## src/rtl/axi4l_ipif_pkg.sv

```systemverilog
// Shared constants and FSM state types for the AXI4-Lite to IPIF bridge.
package axi4l_ipif_pkg;

    localparam logic [1:0] RESP_OKAY   = 2'b00;
    localparam logic [1:0] RESP_SLVERR = 2'b10;

    // Wide enough for the largest supported ack timeout (255).
    localparam int unsigned TIMER_W = 8;

    typedef enum logic [1:0] {
        W_IDLE = 2'd0,
        W_REQ  = 2'd1,
        W_ACK  = 2'd2,
        W_RESP = 2'd3
    } w_state_e;

    typedef enum logic [1:0] {
        R_IDLE = 2'd0,
        R_REQ  = 2'd1,
        R_ACK  = 2'd2,
        R_RESP = 2'd3
    } r_state_e;

endpackage

```

## src/rtl/axi4l_ipif_ack_timer.sv

```systemverilog
// Ack-window down-counter: load at request launch, count while waiting, flag expiry.
module axi4l_ipif_ack_timer #(
    parameter int unsigned W = 8
) (
    input  logic         clk,
    input  logic         rst,
    input  logic         load,
    input  logic         en,
    input  logic [W-1:0] load_val,
    output logic         expired
);

    logic [W-1:0] count_q, count_d;

    assign expired = (count_q == '0);

    always_comb begin
        count_d = count_q;
        if (load) begin
            count_d = load_val;
        end else if (en && !expired) begin
            count_d = count_q - 1'b1;
        end
    end

    always_ff @(posedge clk or posedge rst) begin
        if (rst) count_q <= '0;
        else     count_q <= count_d;
    end

endmodule

```

## src/rtl/axi4lite_ipif.sv

```systemverilog
// AXI4-Lite slave to word-addressed IPIF register bus, one outstanding op per direction.
// Define AXI4L_IPIF_ASSERT_EN to compile protocol SVA checks (no logic change).
module axi4lite_ipif
    import axi4l_ipif_pkg::*;
#(
    parameter int unsigned C_ADDR_WIDTH  = 12,
    parameter int unsigned C_DATA_WIDTH  = 32,
    parameter int unsigned C_ACK_TIMEOUT = 8
) (
    input  logic                      aclk,
    input  logic                      areset,
    input  logic [C_ADDR_WIDTH-1:0]   s_axi_awaddr,
    input  logic [2:0]                s_axi_awprot,
    input  logic                      s_axi_awvalid,
    output logic                      s_axi_awready,
    input  logic [C_DATA_WIDTH-1:0]   s_axi_wdata,
    input  logic [C_DATA_WIDTH/8-1:0] s_axi_wstrb,
    input  logic                      s_axi_wvalid,
    output logic                      s_axi_wready,
    output logic [1:0]                s_axi_bresp,
    output logic                      s_axi_bvalid,
    input  logic                      s_axi_bready,
    input  logic [C_ADDR_WIDTH-1:0]   s_axi_araddr,
    input  logic [2:0]                s_axi_arprot,
    input  logic                      s_axi_arvalid,
    output logic                      s_axi_arready,
    output logic [C_DATA_WIDTH-1:0]   s_axi_rdata,
    output logic [1:0]                s_axi_rresp,
    output logic                      s_axi_rvalid,
    input  logic                      s_axi_rready,
    output logic [C_ADDR_WIDTH-3:0]   wr_addr,
    output logic                      wr_req,
    output logic [C_DATA_WIDTH/8-1:0] wr_be,
    output logic [C_DATA_WIDTH-1:0]   wr_data,
    input  logic                      wr_ack,
    output logic [C_ADDR_WIDTH-3:0]   rd_addr,
    output logic                      rd_req,
    input  logic [C_DATA_WIDTH-1:0]   rd_data,
    input  logic                      rd_ack
);

    localparam int unsigned WA = C_ADDR_WIDTH - 2;
    localparam int unsigned SW = C_DATA_WIDTH / 8;
    localparam logic [TIMER_W-1:0] TMR_LOAD = TIMER_W'(C_ACK_TIMEOUT - 1);

    logic unused_prot;
    assign unused_prot = ^{s_axi_awprot, s_axi_arprot};

    // ---------------- write path ----------------
    w_state_e              w_state_q, w_state_d;
    logic                  aw_held_q, aw_held_d;
    logic                  w_held_q, w_held_d;
    logic [WA-1:0]         wr_addr_q, wr_addr_d;
    logic [SW-1:0]         wr_be_q, wr_be_d;
    logic [C_DATA_WIDTH-1:0] wr_data_q, wr_data_d;
    logic [1:0]            bresp_q, bresp_d;
    logic                  w_tmr_load, w_tmr_en, w_tmr_expired;
    logic                  aw_fire, w_fire, wr_win;

    // Readies are gated by reset so they read 0 in reset and 1 the moment it releases.
    assign s_axi_awready = !areset && (w_state_q == W_IDLE) && !aw_held_q;
    assign s_axi_wready  = !areset && (w_state_q == W_IDLE) && !w_held_q;
    assign aw_fire       = s_axi_awvalid && s_axi_awready;
    assign w_fire        = s_axi_wvalid && s_axi_wready;
    assign wr_win        = (w_state_q == W_REQ) || (w_state_q == W_ACK);

    assign wr_req        = (w_state_q == W_REQ);
    assign s_axi_bvalid  = (w_state_q == W_RESP);
    assign s_axi_bresp   = bresp_q;
    assign wr_addr       = wr_addr_q;
    assign wr_be         = wr_be_q;
    assign wr_data       = wr_data_q;

    always_comb begin
        w_state_d  = w_state_q;
        aw_held_d  = aw_held_q;
        w_held_d   = w_held_q;
        wr_addr_d  = wr_addr_q;
        wr_be_d    = wr_be_q;
        wr_data_d  = wr_data_q;
        bresp_d    = bresp_q;
        w_tmr_load = 1'b0;
        w_tmr_en   = 1'b0;
        case (w_state_q)
            W_IDLE: begin
                if (aw_fire) begin
                    aw_held_d = 1'b1;
                    wr_addr_d = s_axi_awaddr[C_ADDR_WIDTH-1:2];
                end
                if (w_fire) begin
                    w_held_d  = 1'b1;
                    wr_be_d   = s_axi_wstrb;
                    wr_data_d = s_axi_wdata;
                end
                if ((aw_held_q || aw_fire) && (w_held_q || w_fire)) begin
                    w_state_d  = W_REQ;
                    aw_held_d  = 1'b0;
                    w_held_d   = 1'b0;
                    w_tmr_load = 1'b1;
                end
            end
            W_REQ, W_ACK: begin
                w_tmr_en = 1'b1;
                // An ack on the final window cycle still wins over the timeout.
                if (wr_ack) begin
                    bresp_d   = RESP_OKAY;
                    w_state_d = W_RESP;
                end else if (w_tmr_expired) begin
                    bresp_d   = RESP_SLVERR;
                    w_state_d = W_RESP;
                end else begin
                    w_state_d = W_ACK;
                end
            end
            W_RESP: begin
                if (s_axi_bready) w_state_d = W_IDLE;
            end
            default: w_state_d = W_IDLE;
        endcase
    end

    always_ff @(posedge aclk or posedge areset) begin
        if (areset) begin
            w_state_q <= W_IDLE;
            aw_held_q <= 1'b0;
            w_held_q  <= 1'b0;
            wr_addr_q <= '0;
            wr_be_q   <= '0;
            wr_data_q <= '0;
            bresp_q   <= RESP_OKAY;
        end else begin
            w_state_q <= w_state_d;
            aw_held_q <= aw_held_d;
            w_held_q  <= w_held_d;
            wr_addr_q <= wr_addr_d;
            wr_be_q   <= wr_be_d;
            wr_data_q <= wr_data_d;
            bresp_q   <= bresp_d;
        end
    end

    axi4l_ipif_ack_timer #(.W(TIMER_W)) u_w_timer (
        .clk      (aclk),
        .rst      (areset),
        .load     (w_tmr_load),
        .en       (w_tmr_en),
        .load_val (TMR_LOAD),
        .expired  (w_tmr_expired)
    );

    // ---------------- read path ----------------
    r_state_e              r_state_q, r_state_d;
    logic [WA-1:0]         rd_addr_q, rd_addr_d;
    logic [C_DATA_WIDTH-1:0] rdata_q, rdata_d;
    logic [1:0]            rresp_q, rresp_d;
    logic                  r_tmr_load, r_tmr_en, r_tmr_expired;
    logic                  ar_fire, rd_win;

    assign s_axi_arready = !areset && (r_state_q == R_IDLE);
    assign ar_fire       = s_axi_arvalid && s_axi_arready;
    assign rd_win        = (r_state_q == R_REQ) || (r_state_q == R_ACK);

    assign rd_req        = (r_state_q == R_REQ);
    assign s_axi_rvalid  = (r_state_q == R_RESP);
    assign s_axi_rdata   = rdata_q;
    assign s_axi_rresp   = rresp_q;
    assign rd_addr       = rd_addr_q;

    always_comb begin
        r_state_d  = r_state_q;
        rd_addr_d  = rd_addr_q;
        rdata_d    = rdata_q;
        rresp_d    = rresp_q;
        r_tmr_load = 1'b0;
        r_tmr_en   = 1'b0;
        case (r_state_q)
            R_IDLE: begin
                if (ar_fire) begin
                    rd_addr_d  = s_axi_araddr[C_ADDR_WIDTH-1:2];
                    r_state_d  = R_REQ;
                    r_tmr_load = 1'b1;
                end
            end
            R_REQ, R_ACK: begin
                r_tmr_en = 1'b1;
                if (rd_ack) begin
                    rdata_d   = rd_data;
                    rresp_d   = RESP_OKAY;
                    r_state_d = R_RESP;
                end else if (r_tmr_expired) begin
                    rdata_d   = '0;
                    rresp_d   = RESP_SLVERR;
                    r_state_d = R_RESP;
                end else begin
                    r_state_d = R_ACK;
                end
            end
            R_RESP: begin
                if (s_axi_rready) r_state_d = R_IDLE;
            end
            default: r_state_d = R_IDLE;
        endcase
    end

    always_ff @(posedge aclk or posedge areset) begin
        if (areset) begin
            r_state_q <= R_IDLE;
            rd_addr_q <= '0;
            rdata_q   <= '0;
            rresp_q   <= RESP_OKAY;
        end else begin
            r_state_q <= r_state_d;
            rd_addr_q <= rd_addr_d;
            rdata_q   <= rdata_d;
            rresp_q   <= rresp_d;
        end
    end

    axi4l_ipif_ack_timer #(.W(TIMER_W)) u_r_timer (
        .clk      (aclk),
        .rst      (areset),
        .load     (r_tmr_load),
        .en       (r_tmr_en),
        .load_val (TMR_LOAD),
        .expired  (r_tmr_expired)
    );

`ifdef AXI4L_IPIF_ASSERT_EN
    ap_awvalid_hold: assert property (@(posedge aclk) disable iff (areset)
        s_axi_awvalid && !s_axi_awready |=> s_axi_awvalid);
    ap_wvalid_hold:  assert property (@(posedge aclk) disable iff (areset)
        s_axi_wvalid && !s_axi_wready |=> s_axi_wvalid);
    ap_arvalid_hold: assert property (@(posedge aclk) disable iff (areset)
        s_axi_arvalid && !s_axi_arready |=> s_axi_arvalid);
    ap_bvalid_hold:  assert property (@(posedge aclk) disable iff (areset)
        s_axi_bvalid && !s_axi_bready |=> s_axi_bvalid);
    ap_rvalid_hold:  assert property (@(posedge aclk) disable iff (areset)
        s_axi_rvalid && !s_axi_rready |=> s_axi_rvalid);
    ap_wr_req_pulse: assert property (@(posedge aclk) disable iff (areset)
        wr_req |=> !wr_req);
    ap_rd_req_pulse: assert property (@(posedge aclk) disable iff (areset)
        rd_req |=> !rd_req);

    always @(posedge aclk) begin
        if (!areset && wr_ack && !wr_win) $warning("wr_ack outside ack window ignored");
        if (!areset && rd_ack && !rd_win) $warning("rd_ack outside ack window ignored");
    end
`else
    logic unused_win;
    assign unused_win = wr_win ^ rd_win;
`endif

endmodule

```

## config.mk

```make
export PLATFORM = sky130hd
export DESIGN_NAME = axi4lite_ipif
export DESIGN_NICKNAME = d
export VERILOG_FILES = /design/src/rtl/axi4l_ipif_pkg.sv /design/src/rtl/axi4l_ipif_ack_timer.sv /design/src/rtl/axi4lite_ipif.sv
export SDC_FILE = /design/constraint.sdc
export NUM_CORES = 1
export LEC_CHECK = 0
export BUFFER_PORTS_ARGS = -buffer_cell sky130_fd_sc_hd__buf_4
export CORE_UTILIZATION = 51
export DETAILED_ROUTE_END_ITERATION = 8
export PLACE_DENSITY = 0.84
export SETUP_SLACK_MARGIN = 0.1
export SLEW_MARGIN = 20
export SYNTH_ARGS = -nofsm -noshare
export SYNTH_HDL_FRONTEND = slang
export SYNTH_HIERARCHICAL = 1
export SYNTH_SLANG_ARGS = --single-unit
```

## constraint.sdc

```tcl
create_clock -name aclk -period 8.8 [get_ports aclk]
set_input_delay 1.32 -clock aclk [delete_from_list [all_inputs] [get_ports aclk]]
set_output_delay 1.32 -clock aclk [all_outputs]
set_load 0.01 [all_outputs]
```

==> impl_results.md <==
* Status: finished, final reports clean
* Port Buffers at between 150 and 200
* Clock Skews at roughly 20 ps
* VDD IR max at just under 200 uV
* Max_cap viols at 0
* Final setup margin at 5130 ps
* Core area at 0.00920 sq mm
* Slew margin rel. at 0.340
* DR pass1 iterations at 4
* Worst-Margin Slew at 990 ps
* Total die area at 0.00989 sq mm
* Post-CTS setup buffers at 0
* Die height at 99.4 um
* Data arrival time of the critical path at approximately 2400 ps
* Count of different cell masters after synthesis at between 40 and 50
* Inserted Diodes at 0
* Overflow left after global routing at 0
* Fraction of final layout cells sized beyond drive strength 1 at 0.480
* HP Class: flip-flop to flip-flop
* P&R area growth vs syn at 36.3%
* Clk buf depth at 2
* Flop pwr share at 0.396
* Clock Sink Count at 112
* Resize count post-CTS at 0
* Total power at 0.00237 W
* Final net count at between 600 and 700
* P_int at around 0.0015 W
* Initial Utilization at 0.526
* Synth top area cells: dfrtp_1 58%, mux2_2 13%, a22o_1 5.8%
* Start point of the worst hold path: s_axi_rdata[16]
* Flops & latches, synth at 112
* WL/cell at 16.5 um
* # DRC at 0
* Dpl cells at ~680
* Initial drt markers at 117
* Predominant post-synthesis flop cell: dfrtp_1
* ANT nets after route at 0
* CTS tree: done
* Worst Path Required at 7480 ps
* Syn avg cell area at 12.9 sq um
* Setup_tns at 0 ps
* Cells on worst reg2reg path at 8
* Worst reg2reg endpoint: u_r_timer/count_q[3]
* Worst Hold Depth at 1
* Net Sw Frac at 0.363
* Global routing usage on met1 at 0.305
* DIE WIDTH at 99.4 um
* GRT Overall Usage at 0.234
* Met2 usage at 0.400
* Pwr Density at 359 mW/mm^2
* Via count of the first global-routing pass at 3620
* Final cell count without fillers at 694
* R2R Setup Slk at approximately 6400 ps
* Fin. max-slew vios at 0
* Pleak at 3.22 nW
* Final cycle utilization of the critical path at 0.418
* Reg-to-reg startpoint: r_state_q[0]
* Largest net degree at the start of global routing at 51
* CTS clock-pin slew for the worst setup and hold paths at 100 ps
* Startpoint Class: input pin
* Logic pwr share at 0.471
* Cts bufs inserted at 9
* Crit path top cell by count: buf_4
* Hold_ws at 515 ps
* Minimum clock period at 3670 ps
* Register area share after synthesis at 0.579
* Syn Inst Count at around 380
* Synth area leader: dfrtp_1
* CTS Hold Buffers Added at 0
* Post-synth EDFFs at 0
* GP Congestion at 0.810
* Fmax at approximately 0.27 GHz
* CP cell instances: buf_4 -> inv_4 -> nand2_1 -> nor2_1 -> buf_4
* Critical path endpoint category: output pin
* Total routed wirelength at between 10000 and 15000 um
* Detailed Place HPWL at between 8000 and 9000 um
* GR peak layer: met2
* Htree depth at 3
* Unrepaired setup endpoints after global routing: false
* Yosys top cell area share at 0.579
* Io pins at 206
* Critical path class: input pin to output pin
* Via count at 3799
* Clk Latency, worst-skew pair at roughly 380 ps
* Max incr delay on CP at 420 ps
* Slowest cell on crit path: inv_4
* First-pass GRT wire length at 18000 um
* FFs w/ async S/R, synth at 1.00
* Site row count at 35
* Mapped Area at 0.00484 sq mm
* Vias per Instance at 5.47
* Met3 Use GR at 0.0485
* Clock Power Share at 0.134
* Initial antenna violation count at 0
* CTS root buf: clkbuf_8
* Critical path peak fanout at 48
* Yosys warns at 6
* Final hold violation count at 0
* P_sw at about 0.00086 W
* Hold path endpoint: s_axi_rdata[16]
* Final setup viols at 0
* Setup slack at placement at 5070 ps
[area by class of cell]
type,count,area (sq um)
Fill cell,677,2600
Tap cell,111,139
Inverter,16,62.6
Clock inverter,6,75.1
Sequential cell,112,2800
Multi-Input combinational cell,243,1920
Clock buffer,10,128
Timing Repair Buffer,196,1470
[cells in the mapped netlist, types with 2 or more instances]
| cell | instances |
|---|---|
| dfrtp_1 | 112 |
| inv_1 | 16 |
| o2111ai_1 | 2 |
| or3b_2 | 4 |
| nor3b_1 | 2 |
| a21oi_1 | 4 |
| a21o_1 | 2 |
| buf_6 | 4 |
| a22o_1 | 32 |
| ha_1 | 11 |
| nor4b_1 | 2 |
| nor2_1 | 24 |
| a221o_1 | 2 |
| mux2_2 | 58 |
| o31ai_1 | 4 |
| a31oi_1 | 8 |
| or4_1 | 6 |
| o311ai_0 | 2 |
| a2111o_1 | 2 |
| clkbuf_1 | 8 |
| or2_2 | 2 |
| conb_1 | 2 |
| nand3_1 | 2 |
| nor2b_1 | 5 |
| a211oi_1 | 3 |
| a2111oi_0 | 2 |
| a21boi_0 | 2 |
| and4bb_2 | 2 |
| or3_1 | 2 |
| nand2_1 | 15 |
| o211ai_1 | 6 |
| a211o_1 | 2 |
| buf_4 | 2 |
| buf_2 | 7 |
| nor4_1 | 2 |
| o21ai_0 | 5 |
[power by group through the flow]
stage	registers (W)	clock network [W]	logic [W]
after floorplan	0.00101	0	0.000548
after global placement	0.000929	0	0.00107
after detailed placement	0.000939	0	0.00112
after CTS	0.000937	0.000324	0.00112
after global routing	0.000972	0.000346	0.00120
final	0.000937	0.000317	0.00112
[metal layers]
layer  up-vias  part of all wire
met2       152              0.52
met3        14             0.054
li1       1756                 -
met5         -                 0
met1      1877              0.41
met4         0             0.011
[how the worst max path moves through the flow]
stage / startpoint / endpoint / slack [ps]
final: areset / s_axi_awready / 5130
after global routing: areset / s_axi_awready / 4970
after global placement: areset / s_axi_awready / 5080
after CTS: areset / s_axi_awready / 5060
after detailed placement: areset / s_axi_awready / 5070
after floorplan: areset / s_axi_awready / 3700
[stage by stage]
stage | util | area (sq um)
global placement | 0.695 | 6390
global route | 0.717 | 6600
floorplan | - | 4900
finish | 0.717 | 6600
detailed placement | 0.695 | 6390
CTS | 0.717 | 6600
[critical path: cells and delay by family]
family | cells | cell delay, ps
simple gates | 2 | 290
buf+inv | 3 | 720
[cells in the final DEF, fill, tap and decap left out, drive strengths merged, types with 3 or more instances in the layout]
| cell | instances |
|---|---|
| nor2b | 5 |
| ha | 11 |
| nor2 | 24 |
| inv | 19 |
| dfrtp | 112 |
| or4 | 6 |
| buf | 196 |
| mux2 | 59 |
| a211oi | 3 |
| or3b | 4 |
| a31oi | 8 |
| nand2 | 15 |
| a22o | 32 |
| o211ai | 6 |
| clkbuf | 10 |
| conb | 18 |
| o21ai | 6 |
| o31ai | 4 |
| a21oi | 4 |
[state kept, by name, summed over array words and instances, names as in the netlist, 2 cells and up]
signal             cells
wr_addr               10
wr_be                  4
r_state_q              2
rd_addr               10
u_r_timer/count_q      8
s_axi_rdata           32
w_state_q              2
u_w_timer/count_q      8
wr_data               32
[cell families after synthesis]
group	Yosys count	share of synthesized area
AO/OA/AOI/OAI	82	0.133
buffers and inverters	37	0.0383
adder cells (fa/ha/maj)	11	0.0284
other	2	0.00155
multiplexers	60	0.139
flip-flops	112	0.579
AND/OR/NAND/NOR	72	0.0804
Power figures use the tool's default switching activity.
